<file path="config.mk">
export PLATFORM = sky130hd
export DESIGN_NAME = l293d_pin_decoder
export DESIGN_NICKNAME = d
export VERILOG_FILES = /design/src/rtl/l293d_pin_decoder.sv
export SDC_FILE = /design/constraint.sdc
export NUM_CORES = 1
export LEC_CHECK = 0
export ABC_CLOCK_PERIOD_IN_PS = 3000
export CAP_MARGIN = 15
export CORE_MARGIN = 2
export CORE_UTILIZATION = 23
export DETAILED_ROUTE_END_ITERATION = 10
export PLACE_DENSITY_LB_ADDON = 0.05
export SYNTH_ARGS = -nofsm -noshare
export SYNTH_HDL_FRONTEND = slang
export SYNTH_SLANG_ARGS = --single-unit
</file>
<file path="constraint.sdc">
create_clock -name clk -period 3 [get_ports clk]
set_input_delay 0.3 -clock clk [delete_from_list [all_inputs] [get_ports clk]]
set_output_delay 0.3 -clock clk [all_outputs]
set_load 0.02 [all_outputs]
</file>
<file path="src/rtl/l293d_pin_decoder.sv">
`default_nettype none
// -----------------------------------------------------------------------------
// l293d_pin_decoder : L293D pin read-back -> per-motor on/direction status
// Rev 1.0
// -----------------------------------------------------------------------------
module l293d_pin_decoder #(
  parameter int STABLE_CYCLES   = 4,
  parameter int DEADTIME_CYCLES = 16,
  parameter int CNT_W           = 8
) (
  input  logic             clk,
  input  logic             rst_n,
  input  logic             enable_1,
  input  logic             input_1,
  input  logic             input_2,
  input  logic             enable_2,
  input  logic             input_3,
  input  logic             input_4,
  input  logic             fault_clr,
  output logic             motor_1_on,
  output logic             motor_1_dir,
  output logic             motor_2_on,
  output logic             motor_2_dir,
  output logic             change_1,
  output logic             change_2,
  output logic             fault_1,
  output logic             fault_2,
  output logic [CNT_W-1:0] rev_count_1,
  output logic [CNT_W-1:0] rev_count_2
);

  localparam int SCW = $clog2(STABLE_CYCLES + 1);
  localparam int DTW = $clog2(DEADTIME_CYCLES + 1);
  localparam logic [SCW-1:0]   STABLE_MAX = SCW'(STABLE_CYCLES);
  localparam logic [DTW-1:0]   DEAD_MAX   = DTW'(DEADTIME_CYCLES);
  localparam logic [CNT_W-1:0] CNT_MAX    = '1;

  typedef enum logic [1:0] {
    ST_OFF     = 2'd0,
    ST_FWD     = 2'd1,
    ST_REV     = 2'd2,
    ST_ILLEGAL = 2'd3
  } state_t;

  logic [5:0]       pins_all;
  logic [1:0]       on_v;
  logic [1:0]       dir_v;
  logic [1:0]       chg_v;
  logic [1:0]       fault_v;
  logic [CNT_W-1:0] cnt_v [2];

  assign pins_all = {enable_2, input_3, input_4, enable_1, input_1, input_2};

  generate
    for (genvar ch = 0; ch < 2; ch++) begin : g_ch
      logic [2:0]       sync1, sync2, last, filt;
      logic [SCW-1:0]   stable_cnt, stable_cnt_nx;
      state_t           state, state_nx;
      logic [DTW-1:0]   dead_timer, dead_timer_nx, dead_inc;
      logic             has_dir, has_dir_nx;
      logic             on_q, dir_q, chg_q, fault_q;
      logic             on_nx, dir_nx, fault_nx;
      logic [CNT_W-1:0] cnt_q, cnt_nx;
      logic             entry_drive, reversal, set_fault;

      // Synchroniser and stability filter on the whole {en,a,b} vector
      always_ff @(posedge clk or negedge rst_n) begin
        if (!rst_n) begin
          sync1      <= '0;
          sync2      <= '0;
          last       <= '0;
          stable_cnt <= '0;
          filt       <= '0;
        end else begin
          sync1      <= pins_all[ch*3 +: 3];
          sync2      <= sync1;
          last       <= sync2;
          stable_cnt <= stable_cnt_nx;
          if (stable_cnt_nx == STABLE_MAX) begin
            filt <= sync2;
          end
        end
      end

      always_comb begin
        stable_cnt_nx = stable_cnt;
        if (sync2 != last) begin
          stable_cnt_nx = SCW'(1);
        end else if (stable_cnt != STABLE_MAX) begin
          stable_cnt_nx = stable_cnt + SCW'(1);
        end
      end

      always_ff @(posedge clk or negedge rst_n) begin
        if (!rst_n) begin
          state      <= ST_OFF;
          dead_timer <= DEAD_MAX;
          has_dir    <= 1'b0;
          on_q       <= 1'b0;
          dir_q      <= 1'b0;
          chg_q      <= 1'b0;
          fault_q    <= 1'b0;
          cnt_q      <= '0;
        end else begin
          state      <= state_nx;
          dead_timer <= dead_timer_nx;
          has_dir    <= has_dir_nx;
          on_q       <= on_nx;
          dir_q      <= dir_nx;
          chg_q      <= ({on_nx, dir_nx} != {on_q, dir_q});
          fault_q    <= fault_nx;
          cnt_q      <= cnt_nx;
        end
      end

      always_comb begin
        case (filt)
          3'b000:  state_nx = ST_OFF;
          3'b110:  state_nx = ST_FWD;
          3'b101:  state_nx = ST_REV;
          default: state_nx = ST_ILLEGAL;
        endcase

        // dead_inc is the OFF interval including the current cycle
        dead_inc      = (dead_timer == DEAD_MAX) ? dead_timer : dead_timer + DTW'(1);
        dead_timer_nx = dead_timer;
        if (state == ST_OFF) begin
          dead_timer_nx = dead_inc;
        end
        if ((state_nx == ST_OFF) && (state != ST_OFF)) begin
          dead_timer_nx = '0;
        end

        entry_drive = (state_nx != state) && ((state_nx == ST_FWD) || (state_nx == ST_REV));
        reversal    = entry_drive && has_dir && ((state_nx == ST_FWD) != dir_q);
        set_fault   = (state_nx == ST_ILLEGAL) ||
                      (reversal && ((state != ST_OFF) || (dead_inc < DEAD_MAX)));
        has_dir_nx  = has_dir | entry_drive;

        on_nx  = (state_nx == ST_FWD) || (state_nx == ST_REV);
        dir_nx = dir_q;
        if (state_nx == ST_FWD) begin
          dir_nx = 1'b1;
        end else if (state_nx == ST_REV) begin
          dir_nx = 1'b0;
        end

        cnt_nx = cnt_q;
        if (reversal && (cnt_q != CNT_MAX)) begin
          cnt_nx = cnt_q + CNT_W'(1);
        end

        // a set on the same edge as a clear wins
        fault_nx = set_fault | (fault_q & ~fault_clr);
      end

      assign on_v[ch]    = on_q;
      assign dir_v[ch]   = dir_q;
      assign chg_v[ch]   = chg_q;
      assign fault_v[ch] = fault_q;
      assign cnt_v[ch]   = cnt_q;
    end
  endgenerate

  assign motor_1_on  = on_v[0];
  assign motor_1_dir = dir_v[0];
  assign change_1    = chg_v[0];
  assign fault_1     = fault_v[0];
  assign rev_count_1 = cnt_v[0];
  assign motor_2_on  = on_v[1];
  assign motor_2_dir = dir_v[1];
  assign change_2    = chg_v[1];
  assign fault_2     = fault_v[1];
  assign rev_count_2 = cnt_v[1];

endmodule
`default_nettype wire

</file>
* Word-level counts from Yosys, hierarchy flattened
Cells that the tools add are included.
Storage, ports and cells: memories 0, latch bits 0, register bits 70, logic and storage cells 111, output and inout bits 24, bits in writable memories 0, bits of input ports 9, memory bits (read-only) 0
Cells by class: add/sub/neg operators 6, mux-type cells 16, bitwise gates (word level) 7, $lt $le $gt $ge 2, equal/unequal tests 26, shifts and indexed selects 0, divide/modulo/power cells 0, reductions and logical operators 28, multipliers 0
Operators with widths (count):
- $mux W5 | 6
- $eq A3 B3 Y1 const B | 6
- $add A8 B1 Y8 const B | 2
- $ne A8 B8 Y1 const B | 2
- $logic_and A1 B1 Y1 | 12
- $mux W3 | 4
- $pmux W2 S3 | 2
- $add A5 B1 Y5 const B | 2
- $eq A5 B5 Y1 const B | 2
- $lt A5 B5 Y1 const B | 2
- $eq A2 B2 Y1 const B | 4
- $logic_not A2 Y1 | 4
- $ne A2 B2 Y1 | 4
- $reduce_bool A2 Y1 | 4
- $add A3 B1 Y3 const B | 2
- $logic_not A3 Y1 | 2
- $logic_or A1 B1 Y1 | 6
- $ne A3 B3 Y1 | 2
- $ne A3 B3 Y1 const B | 2
- $eq A2 B1 Y1 const B | 2
- $mux W1 | 4
- $or A1 B1 Y1 | 4
- $and A1 B1 Y1 | 2
- $ne A1 B1 Y1 | 2
- $not A1 Y1 | 1

* Logic depth before layout (Yosys ltp)
Gate-level depths: netlist of the first run.
depth in word-level cells 10, gate-level depth with buffers 11

* Worst setup path before layout of the first run
Ideal clock, no wire load.
path kind register to register, from register g_ch[1].filt[2], to register g_ch[1].cnt_q[1] (netlist: rev_count_2[1]), library setup time 128 ps, period minus slack after synthesis 2267 ps, data arrival time 2140 ps, data required time 2872 ps, setup slack 733 ps, cell stages (with the launch flop) 12, path through dfrtp_1 -> clkbuf_1 -> nand2_1 -> nor2_1 -> inv_1 -> ha_1 -> nor4b_1 -> o21ai_0 -> nand3_1 -> o31ai_4 -> nand3_1 -> mux2_1
On the way: word-level cells in the longest chain between the ends 8, elaborated cells between the ends (all ways) 13, classes of those cells 6 x eq/ne; 1 x mux; 6 x reduce/logical
Ends and longest elaborated chain:
- from (decl) | RTL line 56 | logic [2:0] sync1, sync2, last, filt;
- from (signal assigned) | RTL line 80 | filt <= sync2;
- $eq A3 B3 Y1 / $logic_not A3 Y1 (equally long branches) | RTL line 117 | case (filt)
- $pmux W2 S3 * | RTL line 117
- $eq A2 B1 Y1 / $eq A2 B2 Y1 (equally long branches) | RTL line 134, 135
- $logic_or A1 B1 Y1 | RTL line 134 | entry_drive = (state_nx != state) && ((state_nx == ST_FWD) || (state_nx == ST_REV));
- $logic_and A1 B1 Y1 | RTL line 134
- $logic_and A1 B1 Y1 | RTL line 135 | reversal = entry_drive && has_dir && ((state_nx == ST_FWD) != dir_q);
- $logic_and A1 B1 Y1 * | RTL line 135
- $logic_and A1 B1 Y1 * | RTL line 149 | if (reversal && (cnt_q != CNT_MAX)) begin
- to (signal assigned) | RTL line 112 | cnt_q <= cnt_nx;
- to (decl) | RTL line 63 | logic [CNT_W-1:0] cnt_q, cnt_nx;
Mark *: on every way between the ends. The rest lies on a longest branch, timed or not. A chain may end at the register's enable or synchronous reset.

* Final worst setup path of the first run
from register g_ch[0].filt[1], to register g_ch[0].cnt_q[6] (netlist: rev_count_1[6])
On the way: word-level cells in the longest chain between the ends 8, elaborated cells between the ends (all ways) 13, classes of those cells 6 x eq/ne; 1 x mux; 6 x reduce/logical
Ends and longest elaborated chain (RTL line):
- from (decl) | 56
- from (signal assigned) | 80
- $eq A3 B3 Y1 / $logic_not A3 Y1 (equally long branches) | 117
- $pmux W2 S3 * | 117
- $eq A2 B1 Y1 / $eq A2 B2 Y1 (equally long branches) | 134, 135
- $logic_or A1 B1 Y1 | 134
- $logic_and A1 B1 Y1 | 134
- $logic_and A1 B1 Y1 | 135
- $logic_and A1 B1 Y1 * | 135
- $logic_and A1 B1 Y1 * | 149
- to (signal assigned) | 112
- to (decl) | 63
Marked as above.

==> metrics.csv, run 1 <==
stage,metric,value,unit
layout,Area Overhead vs Synth,24.4,%
clock_tree,post-cts resize count,0,
logic_synthesis,mapped cell area,3310,um2
placement,Placer Congestion,0.719,
sta,clock skew,0.00776,ns
sta,max-slew violation count,0,
grt,Overflow after GRT,0,
logic_synthesis,Async SR Flop Fraction,100,%
layout,layout cell share with drive strength beyond 1,9.38,%
logic_synthesis,Unique masters post-synth,49,
critical_path,crit path from,g_ch[0].filt[1],
floorplan,die area,15400,um2
sta,Fmax,0.400,GHz
min_path,worst hold path type,in2async,
grt,initial antenna violation count,0,
logic_synthesis,number of flops mapped to enable cells by yosys,0,
sta,max_slew headroom,38.6,%
placement,Detail Placement HPWL,4440,um
grt,global-route wire length before repair,11400,um
routing,DR iter-0 viols,111,
clock_tree,htree depth,3,
floorplan,Starting Density,23.7,%
routing,DRC Markers,0,
logic_synthesis,syn_nets,326,
floorplan,Die Wd,124,um
critical_path,crit path DAT,2.72,ns
clock_tree,CTS Sinks,70,
clock_tree,number of CTS-inserted buffers,9,
sta,Setup-failing EPs final,0,
logic_synthesis,post-synth top area cell,dfrtp_1,
routing,post-DR vias/cell,4.30,
logic_synthesis,post-synth top area share,51.4,%
logic_synthesis,most frequent cell after synthesis,dfrtp_1,
clock_tree,"Hold-fix buffers, CTS",0,
power,post-layout power,2.94,mW
logic_synthesis,Syn. warnings,0,
logic_synthesis,Synth Flop Type,dfrtp_1,
clock_tree,clk_lat worst skew,0.34,ns
routing,aggregate routed wire length,6680,um
logic_synthesis,sequential share of the synthesized area,53.0,%
critical_path,WS Path Type,reg2reg,
placement,placed cell areas,3810,um2
sta,final-report hold violation count,0,
critical_path,worst-path maximum fanout,11,
clock_tree,clk buf depth,2,
logic_synthesis,synth cell count leaders,"dfrtp_1 (68), nand2_1 (23), inv_1 (20), xnor2_1 (20), nor2_1 (17)",
critical_path,Critical Path Source Type,flip-flop,
layout,Finished Cell Area,4120,um2
sta,actual slew at the worst max-slew pin,0.922,ns
critical_path,CP Capture Type,flip-flop,
floorplan,Die Height,124,um
logic_synthesis,register bit total from synthesis,70,
grt,number of global-route vias before repair,2267,
sta,Final Critical Period,2.50,ns
grt,GR Util All Layers,9.93,%
sta,unrepaired setup endpoints after global routing,false,
sta,part of the cycle the worst path needs,83.3,%
power,Worst VDD drop,0.250,mV
clock_tree,CTS tree,built,
routing,Routed WL per cell,12.8,um
critical_path,Critical R2R Launch,g_ch[0].filt[1],
clock_tree,clk slew on worst S/H paths,0.06,ns
floorplan,number of I/O pins,33,
routing,Final ANT Viol Nets,0,
power,Power Density,714,nW/um2
logic_synthesis,ranking of synthesized cells by area,"dfrtp_1 (51%), ha_1 (6.0%), xnor2_1 (5.3%), mux2_2 (3.1%), nand2_1 (2.6%)",
routing,drt pass-1 iters,4,
power,LEAKAGE,1.88,nW
job,max cap viols,0,
clock_tree,Root Driver,clkbuf_16,
status,status,"finished, final reports clean",
placement,Port Buf Inserts,32,
floorplan,FP Rows,43,
floorplan,core area,14000,um2
logic_synthesis,post-synthesis instance total,301,
layout,antenna cell count,0,
logic_synthesis,Mapped Avg Cell Area,11.0,um2
critical_path,Worst EP required,3.22,ns
routing,routed via count,2240,
layout,fin nets,361,
clock_tree,Post-CTS Repair Setup Buffers,0,
grt,largest net degree at the start of global routing,71,
sta,Setup TNS,0,ns
## final timing paths
path	to	slack, ns	cells past startpoint
worst min register to register	g_ch[1].sync2[2]	0.35	0
worst max register to register	rev_count_1[6]	0.50	10
worst min-delay path	g_ch[1].dead_timer[1]	0.11	1
worst max-delay path	rev_count_1[6]	0.50	10
min in group clk	g_ch[1].sync2[2]	0.35	0
max in group asynchronous	rev_count_1[5]	2.31	1
## critical path, stage by stage, from the launching register on
cell and delay [ns]:
dfrtp_1 0.52, nand2_1 0.10, nor2_1 0.14, inv_1 0.10
ha_1 0.27, nor4b_1 0.29, o21ai_1 0.11, a32oi_2 0.32
nand2b_1 0.17, nor2_1 0.05, mux2_1 0.30
## metal layers
| layer | up-vias | routed length (um) | GRT usage (%) | part of all wire (%) |
|---|---|---|---|---|
| met3 | 10 | 289 | 3.94 | 4.3 |
| met2 | 37 | 2910 | 14.3 | 44 |
| met5 | - | 0 | 0 | 0 |
| li1 | 1110 | - | - | - |
| met1 | 1083 | 3350 | 13.2 | 50 |
| met4 | 0 | 127 | 4.28 | 1.9 |
## power breakdown
part / internal, mW / switching [mW] / total (mW)
registers: 1.09 / 0.152 / 1.24
clock network: 0.689 / 0.418 / 1.11
logic: 0.284 / 0.310 / 0.594
## cell families (layout without fill, tap and decap cells)
family,after synthesis,in the layout,synth area share (%)
adders and majority gates,16,16,6.04
muxes,14,14,4.68
and+or+nand+nor,103,103,16.1
xor gates and xnor gates,27,27,7.14
buffers and inverters,28,68,3.55
DFF,70,70,53.0
AOI/OAI and AO/OA,43,43,9.48
## placed cells by master, fill, tap and decap left out, types with 5 or more instances in the layout
| cell type | instances |
|---|---|
| nand2_1 | 23 |
| xnor2_1 | 20 |
| and3_1 | 10 |
| ha_1 | 16 |
| nor3_1 | 5 |
| o21ai_0 | 11 |
| nand3_1 | 15 |
| clkbuf_16 | 9 |
| nor2_1 | 17 |
| clkdlybuf4s50_1 | 31 |
| mux2_2 | 9 |
| nand4_1 | 7 |
| dfrtp_1 | 68 |
| xor2_1 | 7 |
| nand2b_1 | 7 |
| and2_1 | 5 |
| inv_1 | 20 |
## metrics by stage
step / cells / utilization (%) / hold slack [ns] / setup WS [ns]
2_1_floorplan: 301 / - / 0.00441 / 0.733
3_3_place_gp: 505 / 27.3 / 0.332 / 0.513
3_5_place_dp: 505 / 27.3 / 0.335 / 0.457
4_1_cts: 521 / 29.5 / 0.157 / 0.467
5_1_grt: 521 / 29.5 / 0.205 / 0.213
6_report: 521 / 29.5 / 0.111 / 0.500
## registers in the layout, summed over array words and instances (netlist names), 2 cells and up
register         count
g_ch.last            6
g_ch.stable_cnt      6
g_ch.filt            6
rev_count_1          8
rev_count_2          8
g_ch.sync1           6
g_ch.has_dir         2
g_ch.state           4
g_ch.dead_timer     10
g_ch.sync2           6
## final cells by class
type,instances,area [um2]
Fill cell,1461,9870
Sequential cell,70,1750
Multi-Input combinational cell,203,1440
Timing Repair Buffer,32,318
Clock buffer,11,253
Tap cell,180,225
Inverter,20,75.1
Clock inverter,5,56.3
Power figures use the tool's default switching activity.
==> run 2, diff against run 1 <==
Settings changed: ABC_CLOCK_PERIOD_IN_PS 3000 to 2510.
Clock period 3 ns to 2.51 ns, I/O delays scaled along.
==> metrics.csv, run 2 (synthesized netlist as in run 1, its figures left out) <==
stage,metric,value,unit,change
grt,initial antenna violation count,0,,unchanged
critical_path,Critical Path Source Type,flip-flop,,
clock_tree,clk buf depth,2,,unchanged
layout,antenna cell count,0,,unchanged
grt,number of global-route vias before repair,2289,,+0.97%
floorplan,FP Rows,43,,unchanged
grt,Overflow after GRT,0,,unchanged
layout,layout cell share with drive strength beyond 1,12.3,%,+2.9 points
critical_path,crit path DAT,2.55,ns,-0.17 ns
floorplan,core area,14000,um2,unchanged
sta,max_slew headroom,55.2,%,+17 points
floorplan,die area,15400,um2,unchanged
min_path,worst hold path type,reg2reg,,
grt,global-route wire length before repair,11900,um,+4.2%
layout,most frequent cells in the layout,"dfrtp_1 (67), clkdlybuf4s50_1 (31), nand2_1 (23), inv_1 (20), xnor2_1 (20)",,
clock_tree,clk slew on worst S/H paths,0.06,ns,about the same
placement,Detail Placement HPWL,4690,um,+5.5%
power,Worst VDD drop,0.348,mV,+39%
clock_tree,CTS Sinks,70,,unchanged
routing,routed via count,2269,,+1.3%
power,LEAKAGE,1.93,nW,+2.7%
clock_tree,CTS tree,built,,
routing,DR iter-0 viols,156,,+41%
grt,GR Util All Layers,10.4,%,+0.45 points
layout,final core occ,30.1,%,+0.61 points
sta,Fmax,0.430,GHz,+7.5%
critical_path,worst-path maximum fanout,10,,-1
critical_path,Worst EP required,2.73,ns,-0.49 ns
status,status,"finished, final reports clean",,
routing,post-DR vias/cell,4.27,,-0.61%
sta,part of the cycle the worst path needs,92.6,%,+9.3 points
sta,actual slew at the worst max-slew pin,0.672,ns,-0.250 ns
clock_tree,Post-CTS Repair Setup Buffers,0,,unchanged
sta,post-route setup slack,0.185,ns,-0.315 ns
clock_tree,number of CTS-inserted buffers,9,,unchanged
sta,Setup TNS,0,ns,unchanged
floorplan,Die Wd,124,um,unchanged
sta,Setup-failing EPs final,0,,unchanged
placement,pre-CTS setup slack,0.109,ns,-0.349 ns
sta,max-slew violation count,0,,unchanged
floorplan,number of I/O pins,33,,unchanged
placement,Port Buf Inserts,32,,unchanged
routing,aggregate routed wire length,6850,um,+2.6%
clock_tree,clk_lat worst skew,0.34,ns,about the same
clock_tree,Root Driver,clkbuf_16,,
layout,Area Overhead vs Synth,27.0,%,
routing,Final ANT Viol Nets,0,,unchanged
sta,Final Critical Period,2.33,ns,-0.175 ns
placement,Placer Congestion,0.700,,-2.7%
layout,Biggest register,g_ch.dead_timer,,
power,Power Density,842,nW/um2,+18%
sta,final-report hold violation count,0,,unchanged
floorplan,Starting Density,23.7,%,unchanged
job,max cap viols,0,,unchanged
critical_path,WS Path Type,reg2reg,,
critical_path,CP Capture Type,flip-flop,,
routing,DRC Markers,0,,unchanged
routing,drt pass-1 iters,4,,unchanged
layout,Largest register FFs,10,,unchanged
floorplan,Die Height,124,um,unchanged
clock_tree,htree depth,3,,unchanged
sta,clock skew,0.00631,ns,-0.00145 ns
grt,largest net degree at the start of global routing,49,,-31%
routing,Routed WL per cell,12.9,um,+0.66%
sta,unrepaired setup endpoints after global routing,false,,
layout,"commonest non-fill, non-tap cell in the layout",dfrtp_1,,
layout,fin nets,371,,+2.8%
[run 2: critical path: stages (launching register included)]
cell and delay (ns):
dfrtp_2 0.46, nor2_1 0.18, inv_1 0.10, ha_1 0.27, nor4b_1 0.30, o21ai_1 0.11
a32oi_2 0.28, nand2b_1 0.17, nor2_1 0.05, mux2_1 0.30
[run 2: worst paths after layout]
check / start / to / slack (ns) / depth (start not counted)
min in group asynchronous: rst_n / g_ch[0].sync2[1] / 0.50 / 2
hold / removal: g_ch[1].sync1[0] / g_ch[1].sync2[0] / 0.35 / 0
max in group asynchronous: rst_n / g_ch[0].dead_timer[4] / 1.39 / 3
hold reg to reg: g_ch[1].sync1[0] / g_ch[1].sync2[0] / 0.35 / 0
setup / recovery: g_ch[0].filt[0] / rev_count_1[6] / 0.18 / 9
setup reg to reg: g_ch[0].filt[0] / rev_count_1[6] / 0.18 / 9
[run 2: layout make-up]
cell class / instances / area [um2]
clock buffer: 10 / 239
timing repair buffer: 42 / 408
multi-input combinational: 203 / 1440
sequential: 70 / 1760
tap: 180 / 225
inverter: 20 / 75.1
clock inverter: 6 / 61.3
fill: 1461 / 9780
[run 2: per-stage QoR]
stage / hold slack, ns / cell area [um2] / power [mW] / instances
2_1_floorplan: -0.0446 / 3310 / 2.01 / 301
3_3_place_gp: 0.334 / 3890 / 2.29 / 514
3_5_place_dp: 0.335 / 3890 / 2.28 / 514
4_1_cts: 0.334 / 4200 / 3.61 / 531
5_1_grt: 0.348 / 4210 / 3.82 / 531
6_report: 0.346 / 4210 / 3.54 / 531
[run 2: report_power, final]
group | total, mW | internal (mW) | switching (mW)
Sequential | 1.46 | 1.30 | 0.163
Clock | 1.29 | 0.792 | 0.499
Combinational | 0.787 | 0.383 | 0.404
Total | 3.54 | 2.48 | 1.07
[run 2: routing by layer]
layer | track usage, % | part of all wire, %
met1 | 13.9 | 49
met2 | 14.6 | 44
met3 | 4.26 | 4.6
met4 | 4.42 | 1.9
met5 | 0 | 0
[run 2: what timing repair did]
item,4_1_cts,5_1_grt
endpoints found under the hold margin,46,0
hold buffers,1,0
resized for setup,0,2
endpoints found under the setup margin,0,6
==> run 3, diff against run 2 <==
Settings changed: PLACE_DENSITY_LB_ADDON 0.05 to 0.25.
==> metrics.csv, run 3 (synthesized netlist as in run 1, its figures left out) <==
stage,metric,value,unit,change
status,status,"finished, final reports clean",,
critical_path,reg-to-reg endpoint,rev_count_1[6],,
clock_tree,Post-CTS Repair Setup Buffers,0,,unchanged
routing,Met3 Wirelength,206,um,-35%
critical_path,R2R setup slack,0.23,ns,+0.05 ns
critical_path,kind of cell adding the most delay to the critical path,simple AND/OR/NAND/NOR gates,,
grt,GR Util All Layers,9.23,%,-1.1 points
layout,Layout Cells excl Fill,529,,-0.38%
floorplan,FP Rows,43,,unchanged
routing,DR iter-0 viols,99,,-37%
clock_tree,htree depth,3,,unchanged
critical_path,Critical R2R Launch,g_ch[0].filt[1],,
floorplan,die area,15400,um2,unchanged
critical_path,WS Path Type,reg2reg,,
sta,Min Hold Slack,0.344,ns,-0.00159 ns
layout,final core occ,29.8,%,-0.28 points
routing,Routed WL per cell,11.6,um,-10%
placement,Detail Placement HPWL,4340,um,-7.3%
clock_tree,CTS tree,built,,
sta,max-slew violation count,0,,unchanged
routing,drt pass-1 iters,4,,unchanged
layout,Biggest register,g_ch.dead_timer,,
clock_tree,number of CTS-inserted buffers,9,,unchanged
placement,DP Cell Count,512,,-0.39%
grt,global-route wire length before repair,10900,um,-8.4%
sta,Fmax,0.439,GHz,+2.1%
routing,met2 wire len,2910,um,-3.6%
sta,Setup TNS,0,ns,unchanged
critical_path,CP Cell Sequence,nand2_1 -> nor2_1 -> inv_1 -> ha_1 -> nor4b_2 -> o21ai_1 -> a32oi_2 -> nand2b_1 -> nor2_1 -> mux2_1,,
power,Worst VDD drop,0.335,mV,-3.6%
layout,"commonest non-fill, non-tap cell in the layout",dfrtp_1,,
critical_path,crit path max-delay cell type,dfrtp_1,,
routing,met1 wire length,2860,um,-15%
floorplan,Starting Density,23.7,%,unchanged
layout,layout cell share with drive strength beyond 1,10.9,%,-1.4 points
routing,post-DR vias/cell,4.30,,+0.60%
critical_path,Worst EP required,2.72,ns,about the same
sta,max_slew headroom,58.8,%,+3.6 points
clock_tree,Root Driver,clkbuf_16,,
critical_path,"Buf+Inv Stages, Crit Path",1,,unchanged
clock_tree,clk buf depth,2,,unchanged
routing,aggregate routed wire length,6120,um,-11%
grt,Overflow after GRT,0,,unchanged
sta,final-report hold violation count,0,,unchanged
sta,unrepaired setup endpoints after global routing,false,,
clock_tree,clk_lat worst skew,0.33,ns,about the same
layout,Area Overhead vs Synth,25.8,%,
sta,clock skew,0.00588,ns,-0.000430 ns
critical_path,CP Capture Type,flip-flop,,
power,LEAKAGE,1.90,nW,-1.3%
layout,Largest register FFs,10,,unchanged
critical_path,crit path from,g_ch[0].filt[1],,
routing,Final ANT Viol Nets,0,,unchanged
critical_path,largest stage delay on the critical path,0.42,ns,-0.04 ns
sta,actual slew at the worst max-slew pin,0.613,ns,-0.0585 ns
layout,most frequent cells in the layout,"dfrtp_1 (67), clkdlybuf4s50_1 (31), nand2_1 (23), inv_1 (20), xnor2_1 (20)",,
routing,routed via count,2274,,+0.22%
grt,largest net degree at the start of global routing,48,,-2.0%
layout,antenna cell count,0,,unchanged
job,max cap viols,0,,unchanged
critical_path,CP endpoint,rev_count_1[6],,
clock_tree,CTS Sinks,70,,unchanged
routing,top layer in use,met4,,
min_path,Hold Path Origin,g_ch[1].sync1[2],,
grt,initial antenna violation count,0,,unchanged
placement,Placer Congestion,0.768,,+9.7%
grt,number of global-route vias before repair,2313,,+1.0%
min_path,worst hold path type,reg2reg,,
clock_tree,clk slew on worst S/H paths,0.05,ns,about the same
floorplan,Die Height,124,um,unchanged
floorplan,number of I/O pins,33,,unchanged
critical_path,crit path DAT,2.49,ns,-0.06 ns
critical_path,Crit path depth,10,,+1
routing,DRC Markers,0,,unchanged
sta,Setup-failing EPs final,0,,unchanged
floorplan,Die Wd,124,um,unchanged
sta,part of the cycle the worst path needs,90.8,%,-1.9 points
placement,Port Buf Inserts,32,,unchanged
critical_path,cell repeated most along the worst path,nor2_1,,
power,Power Density,807,nW/um2,-4.2%
floorplan,core area,14000,um2,unchanged
critical_path,Reg2Reg Depth,10,,+1
power,post-layout power,3.36,mW,-5.1%
sta,Final Critical Period,2.28,ns,-0.0475 ns
critical_path,Critical Path Source Type,flip-flop,,
critical_path,worst-path maximum fanout,6,,-4
layout,fin nets,369,,-0.54%
-- run 3: report_power, final --
part	internal (mW)	switching (mW)
Clock	0.721	0.426
Sequential	1.30	0.159
Combinational	0.357	0.395
Total	2.38	0.980
-- run 3: stage by stage --
stage / area, um2 / setup WS, ns
after floorplan: 3310 / 0.243
after global placement: 3870 / 0.188
after detailed placement: 3870 / 0.143
after CTS: 4160 / 0.146
after global routing: 4170 / 0.0419
final: 4170 / 0.232
-- run 3: worst min-delay path by stage --
stage	cells after the start	slack, ns	endpoint
6_report	0	0.34	g_ch[1].sync2[2]
5_1_grt	1	0.35	g_ch[0].sync1[2]
4_1_cts	0	0.35	g_ch[1].sync2[2]
3_5_place_dp	1	0.28	g_ch[1].sync1[1]
3_3_place_gp	1	0.28	change_2
2_1_floorplan	0	-0.04	change_1
-- run 3: layout make-up --
class	instances	area [um2]
multi-input cells	203	1450
flip-flops and latches	70	1760
inverters	20	75.1
clock inverters	1	5.00
clock buffers	15	268
repair buffers	40	390
fillers	1474	9820
well taps	180	225
-- run 3: routing by layer --
layer  vias to the layer above  global-route usage [%]
met3                         9                    2.93
met1                      1104                    11.5
li1                       1129                       -
met4                         0                    4.42
met2                        32                    14.5
met5                         -                       0
-- run 3: what timing repair did --
item,CTS,global route
resized for setup,0,3
hold endpoints to repair,23,0
setup endpoints to repair,0,5
hold buffers,1,0
